<file path="src/rtl/mem_arb_pkg.sv">
// Shared types and default widths for the data-memory arbiter.
package mem_arb_pkg;

    localparam int unsigned MEM_AW = 8;
    localparam int unsigned MEM_DW = 8;

    typedef enum logic {
        ARB    = 1'b0,
        LOCKED = 1'b1
    } arb_state_t;

    typedef enum logic {
        PORT_F = 1'b0,
        PORT_D = 1'b1
    } port_id_t;

    // Outstanding read: one read may be in flight in the memory pipeline.
    typedef struct packed {
        logic     valid;
        port_id_t port;
    } rd_owner_t;

endpackage : mem_arb_pkg

</file>
<file path="src/rtl/mem_arb_rsp_track.sv">
// Tracks which port owns the read currently in the memory pipeline and
// raises that port's response valid in the cycle the read data appears.
module mem_arb_rsp_track
    import mem_arb_pkg::*;
(
    input  logic     clk,
    input  logic     reset,
    input  logic     rd_accept,
    input  port_id_t rd_port,
    output logic     f_rsp_valid,
    output logic     d_rsp_valid
);

    rd_owner_t owner_q;

    // Capture the owner of the read accepted this cycle; reset drops it.
    always_ff @(posedge clk) begin
        if (reset) begin
            owner_q.valid <= 1'b0;
            owner_q.port  <= PORT_F;
        end else begin
            owner_q.valid <= rd_accept;
            owner_q.port  <= rd_port;
        end
    end

    // Only one owner exists, so the two valids are mutually exclusive.
    assign f_rsp_valid = owner_q.valid && (owner_q.port == PORT_F);
    assign d_rsp_valid = owner_q.valid && (owner_q.port == PORT_D);

endmodule : mem_arb_rsp_track

</file>
<file path="src/rtl/mem_arbiter.sv">
// Two-port arbiter (fetch F read-only, data D read/write) for a single-port
// synchronous 256x8 data memory, with a D lock for read-modify-write.
// Build option: MEM_ARB_ROUND_ROBIN_EN selects alternating priority on
// contention; when undefined, D has fixed priority over F.
module mem_arbiter
    import mem_arb_pkg::*;
#(
    parameter int unsigned AW = MEM_AW,
    parameter int unsigned DW = MEM_DW
) (
    input  logic          clk,
    input  logic          reset,
    input  logic          f_req_valid,
    input  logic [AW-1:0] f_req_addr,
    output logic          f_req_ready,
    output logic          f_rsp_valid,
    input  logic          d_req_valid,
    input  logic          d_req_we,
    input  logic [AW-1:0] d_req_addr,
    input  logic [DW-1:0] d_req_wdata,
    input  logic          d_lock,
    output logic          d_req_ready,
    output logic          d_rsp_valid,
    output logic [DW-1:0] rsp_rdata,
    output logic [AW-1:0] mem_addr,
    output logic [DW-1:0] mem_in,
    output logic          memory_w_en,
    output logic          memory_r_en,
    input  logic [DW-1:0] mem_out,
    output logic          locked
);

    arb_state_t state_q;
    arb_state_t state_d;
    logic       win_valid;
    port_id_t   win_port;

`ifdef MEM_ARB_ROUND_ROBIN_EN
    logic last_d;
    logic contended;
`endif

    // State register.
    always_ff @(posedge clk) begin
        if (reset) begin
            state_q <= ARB;
        end else begin
            state_q <= state_d;
        end
    end

`ifdef MEM_ARB_ROUND_ROBIN_EN
    // Remember who won the last contended ARB cycle; reset favours F first.
    always_ff @(posedge clk) begin
        if (reset) begin
            last_d <= 1'b1;
        end else if (contended) begin
            last_d <= (win_port == PORT_D);
        end
    end
`endif

    // Winner selection, readies and next state.
    always_comb begin
        state_d     = state_q;
        win_valid   = 1'b0;
        win_port    = PORT_D;
`ifdef MEM_ARB_ROUND_ROBIN_EN
        contended   = 1'b0;
`endif
        case (state_q)
            ARB: begin
`ifdef MEM_ARB_ROUND_ROBIN_EN
                contended = f_req_valid && d_req_valid;
                if (contended) begin
                    win_valid = 1'b1;
                    win_port  = last_d ? PORT_F : PORT_D;
                end else if (f_req_valid) begin
                    win_valid = 1'b1;
                    win_port  = PORT_F;
                end else if (d_req_valid) begin
                    win_valid = 1'b1;
                    win_port  = PORT_D;
                end
`else
                if (d_req_valid) begin
                    win_valid = 1'b1;
                    win_port  = PORT_D;
                end else if (f_req_valid) begin
                    win_valid = 1'b1;
                    win_port  = PORT_F;
                end
`endif
                if (win_valid && (win_port == PORT_D) && d_lock) begin
                    state_d = LOCKED;
                end
            end
            LOCKED: begin
                win_valid = d_req_valid;
                win_port  = PORT_D;
                if (!d_lock) begin
                    state_d = ARB;
                end
            end
            default: begin
                state_d = ARB;
            end
        endcase
    end

    assign f_req_ready = win_valid && (win_port == PORT_F);
    assign d_req_ready = win_valid && (win_port == PORT_D);

    // Memory drive follows the winner; idle cycles park on the D fields.
    assign mem_addr    = (f_req_ready) ? f_req_addr : d_req_addr;
    assign mem_in      = d_req_wdata;
    assign memory_r_en = f_req_ready || (d_req_ready && !d_req_we);
    assign memory_w_en = d_req_ready && d_req_we;

    assign rsp_rdata   = mem_out;
    assign locked      = (state_q == LOCKED);

    mem_arb_rsp_track u_rsp_track (
        .clk         (clk),
        .reset       (reset),
        .rd_accept   (memory_r_en),
        .rd_port     (win_port),
        .f_rsp_valid (f_rsp_valid),
        .d_rsp_valid (d_rsp_valid)
    );

endmodule : mem_arbiter

</file>
<file path="config.mk">
export PLATFORM = sky130hd
export DESIGN_NAME = mem_arbiter
export DESIGN_NICKNAME = d
export VERILOG_FILES = /design/src/rtl/mem_arb_pkg.sv /design/src/rtl/mem_arb_rsp_track.sv /design/src/rtl/mem_arbiter.sv
export SDC_FILE = /design/constraint.sdc
export NUM_CORES = 1
export LEC_CHECK = 0
export BUFFER_PORTS_ARGS = -buffer_cell sky130_fd_sc_hd__buf_2
export CAP_MARGIN = 20
export CELL_PAD_IN_SITES_DETAIL_PLACEMENT = 0
export CELL_PAD_IN_SITES_GLOBAL_PLACEMENT = 1
export CORE_UTILIZATION = 15
export DETAILED_ROUTE_END_ITERATION = 8
export PLACE_DENSITY_LB_ADDON = 0.2
export SETUP_SLACK_MARGIN = 0.15
export SLEW_MARGIN = 20
export SYNTH_ARGS = -nofsm -noshare
export SYNTH_HDL_FRONTEND = slang
export SYNTH_SLANG_ARGS = --single-unit
</file>
<file path="constraint.sdc">
create_clock -name clk -period 1.45 [get_ports clk]
set_clock_uncertainty 0.05 [all_clocks]
set_input_delay 0.2175 -clock clk [delete_from_list [all_inputs] [get_ports clk]]
set_output_delay 0.2175 -clock clk [all_outputs]
set_load 0.01 [all_outputs]
</file>
# Yosys cells after proc, flatten, opt, wreduce, memory -nomap -nowiden
# Index checks and enable logic that the tools add are counted.
word_totals:
  register_bits: 3
  latchBits: 0
  ramBits: 0
  romBits: 0
  output_inout_bits: 31
  elab_cells: 28
  memories: 0
op_classes:
  n_addsub: 0
  multipliers: 0
  div_mod_pow: 0
  order_cmp: 0
  n_eq_ne: 0
  shift: 0
  n_mux: 12
  bitwise_logic: 3
  reduce_logical: 10
op_table:
  columns: ["cell", "n"]
  rows:
  - ["logical AND 1 bit", 8]
  - ["2-to-1 mux 1 bit", 8]
  - ["2-to-1 mux 8 bit", 1]
  - ["one-hot mux 1 bit (2 select lines)", 3]
  - ["NOT 1 bit", 3]
  - ["logical NOT 1 bit", 1]
  - ["logical OR 1 bit", 1]

# Depth between registers and ports, before layout
# Gate-level depths: netlist (run 1).
depth:
  ltp_word: 7
  depth_mapped: 3
  ltp_nobuf: 2

# Cells and area by module
# Synthesis (run 1) repeated with hierarchy kept, for this count alone.
hier_totals:
  cells_unflattened: 40
  area_unflattened_um2: 369.1
modules_own_cells:
  columns: ["mod", "n_inst", "cells_each", "area_each_um2"]
  rows:
  - ["mem_arbiter", 1, 34, 299.0]
  - ["mem_arb_rsp_track", 1, 6, 70.1]

# Worst setup path before layout (run 1)
# OpenSTA, ideal clock, no wires.
synth_path:
  path_type: "reg2out"
  start: "register state_q (netlist: locked)"
  end: "output mem_addr[1]"
  arrival_time_ns: 1.123
  required_ns: 1.183
  path_slack_ns: 0.059
  stages_incl_launch_ff: 4
  n_path_buf: 1
  cell_sequence: "dfxtp_1 > nor3b_2 > buf_6 > mux2_4"
synth_between:
  elab_chain_cells: 5
synth_rtl:
  columns: ["element", "line_no", "rtl"]
  rows:
  - ["start: declaration", "mem_arbiter.sv:33", "arb_state_t state_q;"]
  - ["start signal: assignment", "mem_arbiter.sv:48", "state_q <= state_d;"]
  - ["NOT 1 bit", null, null]
  - ["one-hot mux 1 bit (2 select lines)", "mem_arbiter.sv:71", "case (state_q)"]
  - ["NOT 1 bit", "mem_arbiter.sv:111", "assign f_req_ready = win_valid && (win_port == PORT_F);"]
  - ["logical AND 1 bit *", "mem_arbiter.sv:111", null]
  - ["net f_req_ready", "mem_arbiter.sv:15", "output logic f_req_ready,"]
  - ["2-to-1 mux 8 bit *", "mem_arbiter.sv:115", "assign mem_addr = (f_req_ready) ? f_req_addr : d_req_addr;"]
  - ["end: declaration", "mem_arbiter.sv:25", "output logic [AW-1:0] mem_addr,"]
# The timed path passes the listed nets; every way through them passes the cells marked *.

# Worst setup path in the final report (run 1)
layout_path:
  start: "register state_q (netlist: locked)"
  end: "output mem_addr[0]"
layout_between:
  elab_chain_cells: 5
layout_rtl:
  columns: ["element", "line_no"]
  rows:
  - ["NOT 1 bit", null]
  - ["one-hot mux 1 bit (2 select lines)", "mem_arbiter.sv:71"]
  - ["NOT 1 bit", "mem_arbiter.sv:111"]
  - ["logical AND 1 bit *", "mem_arbiter.sv:111"]
  - ["2-to-1 mux 8 bit *", "mem_arbiter.sv:115"]
# Every way passes the cells marked *; elsewhere a longest branch is shown, timed or not.

==> metrics, run 1 <==
run status complete, but fails checks; failing checks negative setup slack; initial drt markers 0; Fin Hold WS 117 ps; critical-path maximum fanout 12; Post-Route WL 840 um; first-pass GRT wire length 1070 um; Tot GR Track Use 0.0573; P per Cell Area 686 nW/um^2; final hold vios 0; Die Wd 52.4 um; internal power 0.298 mW; setup TNS -1450 ps; die height 52.4 um; Post-Synthesis Cells 39; Max-cap violations 0; Required @ worst endpoint 1180 ps; minimum clock period 1630 ps; Site Rows 17; starting density of the core 0.166; largest net degree at the start of global routing 13; clock share of power 0.373; DR vias 340; CTS tree yes; switching fraction of total power 0.262; Synth cell types 13; final setup violation count 9; initial antenna violation count 0; vias in the first global route 262; Clock transition at path regs 40 ps; Core Box Area 2300 um^2; Inserted Clock Buffers 3; Placed Cells incl. Taps 87; Syn-to-layout area delta 54.4%; # diodes 0; Setup WS post-layout -182 ps; CP Class flop to output pin; switching power 0.106 mW; Routed Antenna Nets 0; Clock Path Buffers 2; Seq cells post-synth 3; Seq pwr share 0.225; Logic pwr share 0.402; Pre-antenna DRT Iters 1; Leak 0.312 nW; Post-Synthesis Cell Area 382 um^2; post-DP HPWL 653 um; Clk Latency, worst-skew pair 240 ps; Slew Viols, Final 0; CTS HTree Levels 1; Final period util 1.13; CTS Hold Bufs 0; Power Total 0.404 mW; WL/cell 9.13 um; Final nets 103; maximum clock frequency 613 MHz; Mapped Avg Cell Area 9.79 um^2; worst endpoint data arrival time 1360 ps; # DRC 0; Min-Delay Path Class primary input to flop; Synth Warn # 0; area of the die 2750 um^2; layout cells sized above 1 0.844; IO buf count 36; Final Non-Filler Cells 92; startpoint types flop; RSZ-0062 raised after global routing yes; Worst VDD drop 0.309 mV; Fill cells 256; CTS root buffer clkbuf_4; IO Count 69; post-synthesis sequential area ratio 0.157; number of vias per cell 3.70; Max-slew headroom 0.880; total grt overflow 0; global placer's final weighted congestion 0.586; syn nets 77; element type at the critical path end output pin; Sink Count 3; Place WS -22.7 ps; Slew @ Worst Pin 180 ps
path summary, 6_finish.rpt:
path	from	endpoint	slack, ps	depth (start not counted)
worst max-delay path	locked	mem_addr[0]	-180	4
worst min-delay path	reset	locked	120	2
worst max register to register	locked	u_rsp_track.owner_q[1]	510	3
worst min register to register	locked	locked	580	3
cells by family after synthesis:
family          count (synthesis)  synth area share
compound gates                  1            0.0262
buf+inv                        18             0.367
mux                             8             0.295
simple gates                    9             0.154
flops                           3             0.157
through the flow:
step	area (um^2)	utilization
floorplan	389	-
global placement	492	0.214
detailed placement	492	0.214
CTS	582	0.253
global route	589	0.257
finish	589	0.257
cell usage in the layout (no fill, tap or decap), drive strengths merged:
cell and instances:
nor2b 2, dfxtp 3, or2 1, nor3b 2, clkbuf 4, nor2 2
mux2 8, and2 2, o21ba 1, buf 39
state kept, by name, indices dropped and copies added, names as in the netlist:
| register | count |
|---|---|
| locked | 1 |
| u_rsp_track.owner_q | 2 |
area by class of cell:
class | instances | area (um^2) | share of cell area
clock buffer | 4 | 26.3 | 0.0446
multi-input combinational | 18 | 195 | 0.331
sequential | 3 | 61.3 | 0.104
tap | 28 | 35.0 | 0.0594
timing repair buffer | 39 | 272 | 0.461
cells in the mapped netlist:
master,number,area (um^2)
dlygate4sd1_1,1,8.76
and2_1,2,12.5
mux2_2,2,22.5
o21ba_2,1,10.0
nor2b_1,2,12.5
mux2_4,6,90.1
dfxtp_1,3,60.1
nor3b_1,1,7.51
buf_6,1,11.3
nor3b_2,1,12.5
nor2_1,2,7.51
or2_2,1,6.26
buf_4,16,120
power groups by stage:
| stage | logic, mW | registers (mW) | clock network (mW) |
|---|---|---|---|
| 4_1_cts | 0.161 | 0.0910 | 0.156 |
| 6_report | 0.162 | 0.0910 | 0.151 |
| 3_3_place_gp | 0.131 | 0.0926 | 0 |
| 5_1_grt | 0.175 | 0.0916 | 0.168 |
| 3_5_place_dp | 0.131 | 0.0926 | 0 |
| 2_1_floorplan | 0.114 | 0.0928 | 0 |
worst max-delay path, cell delays in order, from the launching register on:
cell,delay (ps)
dfxtp_2,320
nor3b_4,200
buf_12,170
mux2_4,310
buf_6,120
layer usage:
metal  routed length, um  up-vias  track usage
li1                    -      159            -
met1                 307      147       0.0529
met2                 376       32       0.0844
met3                 139        2       0.0348
met4                  17        0       0.0570
met5                   0        -            0
what timing repair did:
action | 4_1_cts | 5_1_grt
buffers inserted | 1 | 0
resized for setup | 9 | 2
setup endpoints to repair | 10 | 10
Note: power is estimated with default switching activity, not from simulation.
==> run 2: changes to the inputs <==
==> constraint.sdc (replaced) <==
create_clock -name clk -period 1.45 [get_ports clk]
set_clock_uncertainty 0.05 [all_clocks]
set_input_delay 0.145 -clock clk [delete_from_list [all_inputs] [get_ports clk]]
set_output_delay 0.145 -clock clk [all_outputs]
set_load 0.01 [all_outputs]
==> metrics, run 2 (same netlist as run 1, synthesis figures left out) <==
run status complete, but fails checks (unchanged); failing checks negative setup slack (unchanged); Pre-antenna DRT Iters 4 (was 1); post-DP HPWL 691 um (was 653 um); vias in the first global route 296 (was 262); Placed Cells incl. Taps 88 (was 87); Finished Core Util 0.258 (was 0.257); Hold Path End u_rsp_track.owner_q[0] (was locked); Clock Path Buffers 2 (unchanged); Worst VDD drop 0.171 mV (was 0.309 mV); Final Non-Filler Cells 94 (was 92); Leak 0.319 nW (was 0.312 nW); CTS HTree Levels 1 (unchanged); Fin Hold WS 50.8 ps (was 117 ps); IO Count 69 (unchanged); critical-path maximum fanout 4 (was 12); register with the most flip-flops u_rsp_track.owner_q (unchanged); max incr delay on CP 320 ps (about the same); Routed Antenna Nets 0 (unchanged); Required @ worst endpoint 1250 ps (was 1180 ps); Min-Delay Path Class primary input to flop (unchanged); Clock transition at path regs 40 ps (about the same); area of the die 2750 um^2 (unchanged); Core Box Area 2300 um^2 (unchanged); Slew Viols, Final 0 (unchanged); critical path's top delay family flip-flops (unchanged); Slew @ Worst Pin 193 ps (was 180 ps); reg2reg path depth 4 (was 3); Tot GR Track Use 0.0681 (was 0.0573); slowest stage cell on the critical path dfxtp_2 (unchanged); Syn-to-layout area delta 55.1% (was 54.4%); commonest cells after routing, fill and taps aside buf_2 (27), buf_6 (10), mux2_4 (8), buf_4 (4), clkbuf_4 (3) (was buf_2 (27), buf_6 (9), mux2_4 (8), clkbuf_4 (3)); IO buf count 36 (unchanged); worst endpoint data arrival time 1370 ps (was 1360 ps); largest net degree at the start of global routing 8 (was 13); CP bufs+invs 2 (unchanged); maximum clock frequency 639 MHz (was 613 MHz); element type at the critical path end output pin (unchanged); WL/cell 9.43 um (was 9.13 um); CP Class flop to output pin (unchanged); Max-cap violations 0 (unchanged); Final period util 1.08 (was 1.13); P per Cell Area 683 nW/um^2 (was 686 nW/um^2); Setup WS post-layout -114 ps (was -182 ps); initial antenna violation count 0 (unchanged); first-pass GRT wire length 1260 um (was 1070 um); Max-slew headroom 0.871 (was 0.880); Hold Path Depth 2 (unchanged); initial drt markers 6 (was 0); commonest non-fill, non-tap cell in the layout buf_2 (unchanged); Inserted Clock Buffers 3 (unchanged); CTS root buffer clkbuf_4 (unchanged); total grt overflow 0 (unchanged); worst path cell trace nor3b_2 > buf_4 > mux2_4 > buf_6 (was nor3b_4 > buf_12 > mux2_4 > buf_6); Final nets 105 (was 103); Die Wd 52.4 um (unchanged); Clk Latency, worst-skew pair 230 ps (was 240 ps); Fill cells 251 (was 256); Site Rows 17 (unchanged); die height 52.4 um (unchanged); Power Total 0.404 mW (about the same); RSZ-0062 raised after global routing yes (unchanged); DR vias 317 (was 340); max reg flops 2 (unchanged); # DRC 0 (unchanged); Sink Count 3 (unchanged); FF-to-FF setup slack 390 ps (was 510 ps); final hold vios 0 (unchanged); layout cells sized above 1 0.848 (was 0.844); starting density of the core 0.166 (unchanged); FF-to-FF Start locked (unchanged); startpoint types flop (unchanged); # diodes 0 (unchanged); final setup violation count 8 (was 9); Post-Route WL 886 um (was 840 um); minimum clock period 1560 ps (was 1630 ps); Min-Delay Startpoint reset (unchanged); number of vias per cell 3.37 (was 3.70); CTS tree yes (unchanged); Worst R2R End u_rsp_track.owner_q[1] (unchanged); setup TNS -846 ps (was -1450 ps); global placer's final weighted congestion 0.594 (was 0.586)
## run 2: worst reg2reg max path, cell delays in order, from the launching register on
cell     delay (ps)
dfxtp_2         320
nor3b_2         200
buf_4           190
buf_4           110
o21ba_2         120
## run 2: final cells by class
class | count | area, um^2 | share of cell area
timing repair buffer | 41 | 278 | 0.469
multi-input combinational | 18 | 191 | 0.323
sequential | 3 | 61.3 | 0.104
tap | 28 | 35.0 | 0.0592
clock buffer | 4 | 26.3 | 0.0444
## run 2: how the worst max path moves through the flow
stage / from / end / slack [ps] / cells past startpoint
3_5_place_dp: locked / mem_addr[7] / 100 / 4
6_report: locked / mem_addr[2] / -110 / 4
3_3_place_gp: locked / mem_addr[7] / 110 / 4
2_1_floorplan: locked / mem_addr[1] / 150 / 3
5_1_grt: locked / mem_addr[2] / -170 / 4
4_1_cts: locked / mem_addr[1] / -140 / 4
## run 2: stage by stage
stage,area [um^2],worst slack (ps)
floorplan,382,152
finish,592,-114
global route,592,-167
CTS,589,-142
global placement,479,110
detailed placement,479,95.3
## run 2: power by group
group / internal, mW / leakage, nW / switching [mW]
combinational: 0.107 / 0.279 / 0.0562
clock: 0.103 / 0.0150 / 0.0465
sequential: 0.0883 / 0.0253 / 0.00231
total: 0.299 / 0.319 / 0.105
## run 2: metal layers
metal  part of all wire  GRT usage
met1               0.38     0.0702
met2               0.52     0.0970
met3              0.093     0.0203
met4             0.0045     0.0877
met5                  0          0
## run 2: repair_timing
action,4_1_cts,5_1_grt
endpoints found under the setup margin,9,10
buffers inserted,2,0
pin swaps,1,2
hold buffers,0,0
resized for setup,13,1
==> run 3: changes to the inputs <==
--- a/config.mk
+++ b/config.mk
@@ -12,7 +12,8 @@
 export CORE_UTILIZATION = 15
 export DETAILED_ROUTE_END_ITERATION = 8
 export PLACE_DENSITY_LB_ADDON = 0.2
-export SETUP_SLACK_MARGIN = 0.15
+export RECOVER_POWER = 25
+export SETUP_SLACK_MARGIN = 0.02
 export SLEW_MARGIN = 20
 export SYNTH_ARGS = -nofsm -noshare
 export SYNTH_HDL_FRONTEND = slang
==> metrics, run 3 (same netlist as run 1, synthesis figures left out) <==
commonest non-fill, non-tap cell in the layout buf_2 (unchanged); startpoint types flop (unchanged); Die Wd 52.4 um (unchanged); Placed Cells incl. Taps 87 (was 88); DR vias 323 (was 317); Routed Antenna Nets 0 (unchanged); Tot GR Track Use 0.0663 (was 0.0681); commonest cells after routing, fill and taps aside buf_2 (27), buf_6 (10), mux2_4 (8), buf_4 (4), clkbuf_4 (3) (unchanged); # diodes 0 (unchanged); total grt overflow 0 (unchanged); post-DP HPWL 715 um (was 691 um); Fill cells 255 (was 251); CTS root buffer clkbuf_4 (unchanged); max reg flops 2 (unchanged); Min-Delay Path Class primary input to flop (unchanged); largest net degree at the start of global routing 6 (was 8); Slew @ Worst Pin 173 ps (was 193 ps); IO buf count 36 (unchanged); initial antenna violation count 0 (unchanged); placed instance area 472 um^2 (was 479 um^2); maximum clock frequency 643 MHz (was 639 MHz); Core Box Area 2300 um^2 (unchanged); P per Cell Area 682 nW/um^2 (was 683 nW/um^2); final hold vios 0 (unchanged); failing checks negative setup slack (unchanged); first-pass GRT wire length 1230 um (was 1260 um); element type at the critical path end output pin (unchanged); starting density of the core 0.166 (unchanged); Clk Latency, worst-skew pair 240 ps (was 230 ps); die height 52.4 um (unchanged); Post-Route WL 861 um (was 886 um); Final nets 105 (unchanged); final setup violation count 8 (unchanged); register with the most flip-flops u_rsp_track.owner_q (unchanged); global placer's final weighted congestion 0.549 (was 0.594); Max-cap violations 0 (unchanged); RSZ-0062 raised after global routing yes (unchanged); vias in the first global route 293 (was 296); Site Rows 17 (unchanged); minimum clock period 1550 ps (was 1560 ps); layout cells sized above 1 0.848 (unchanged); Syn-to-layout area delta 55.1% (unchanged); Setup WS post-layout -104 ps (was -114 ps); initial drt markers 1 (was 6); Final period util 1.07 (was 1.08); Final Non-Filler Cells 94 (unchanged); critical-path maximum fanout 5 (was 4); Clock transition at path regs 40 ps (about the same); Leak 0.319 nW (about the same); CTS tree yes (unchanged); number of vias per cell 3.44 (was 3.37); Max-slew headroom 0.885 (was 0.871); area of the die 2750 um^2 (unchanged); Inserted Clock Buffers 3 (unchanged); CTS HTree Levels 1 (unchanged); IO Count 69 (unchanged); Worst VDD drop 0.298 mV (was 0.171 mV); run status complete, but fails checks (unchanged); Pre-antenna DRT Iters 3 (was 4); Required @ worst endpoint 1250 ps (about the same); CP Class flop to output pin (unchanged); Clock Path Buffers 2 (unchanged); Slew Viols, Final 0 (unchanged); # DRC 0 (unchanged); Sink Count 3 (unchanged); design area 592 um^2 (unchanged); worst endpoint data arrival time 1360 ps (was 1370 ps); WL/cell 9.16 um (was 9.43 um)
==> run 3: cell counts in the layout (fill, tap and decap cells not counted) <==
Identical to the previous run, type by type.
==> run 3: layout make-up <==
cell class / instances / area, um^2 / area share
tap: 28 / 35.0 / 0.0592
sequential: 3 / 61.3 / 0.104
timing repair buffer: 41 / 278 / 0.469
clock buffer: 4 / 26.3 / 0.0444
multi-input combinational: 18 / 191 / 0.323
==> run 3: timing repair <==
item | in CTS | in global routing
setup endpoints to repair | 9 | 9
pin swaps | 2 | 1
resized for setup | 14 | 1
buffers inserted | 2 | 2
hold buffers | 0 | 0
==> run 3: metrics by stage <==
step | hold WS (ps) | setup TNS [ps] | utilization | total power [mW] | setup WS (ps)
6_report | 37.2 | -783 | 0.258 | 0.403 | -104
5_1_grt | 25.2 | -1410 | 0.258 | 0.443 | -178
4_1_cts | 30.5 | -1040 | 0.254 | 0.413 | -140
3_5_place_dp | 240 | 0 | 0.205 | 0.218 | 90.3
3_3_place_gp | 240 | 0 | 0.205 | 0.218 | 103
2_1_floorplan | 167 | 0 | - | 0.204 | 132
==> run 3: layer usage <==
metal	global-route usage	up-vias	routed length (um)
met5	0	-	0
met4	0.0482	0	6
met3	0.0638	2	150
met2	0.0970	23	419
met1	0.0548	135	284
li1	-	163	-
==> run 3: worst paths after layout <==
kind / startpoint / endpoint / slack (ps) / cells past startpoint
setup / recovery: locked / mem_addr[5] / -100 / 4
hold reg to reg: locked / locked / 570 / 3
hold / removal: reset / locked / 40 / 2
setup reg to reg: locked / u_rsp_track.owner_q[1] / 330 / 5
==> run 3: power by group <==
| group | internal [mW] | switching [mW] |
|---|---|---|
| clock | 0.103 | 0.0468 |
| sequential | 0.0884 | 0.00219 |
| combinational | 0.107 | 0.0554 |
==> run 3: critical path, cell delays in order, from the launching register on <==
cell and delay [ps]:
dfxtp_2 320, nor3b_2 180, buf_4 190, mux2_4 310
buf_6 120
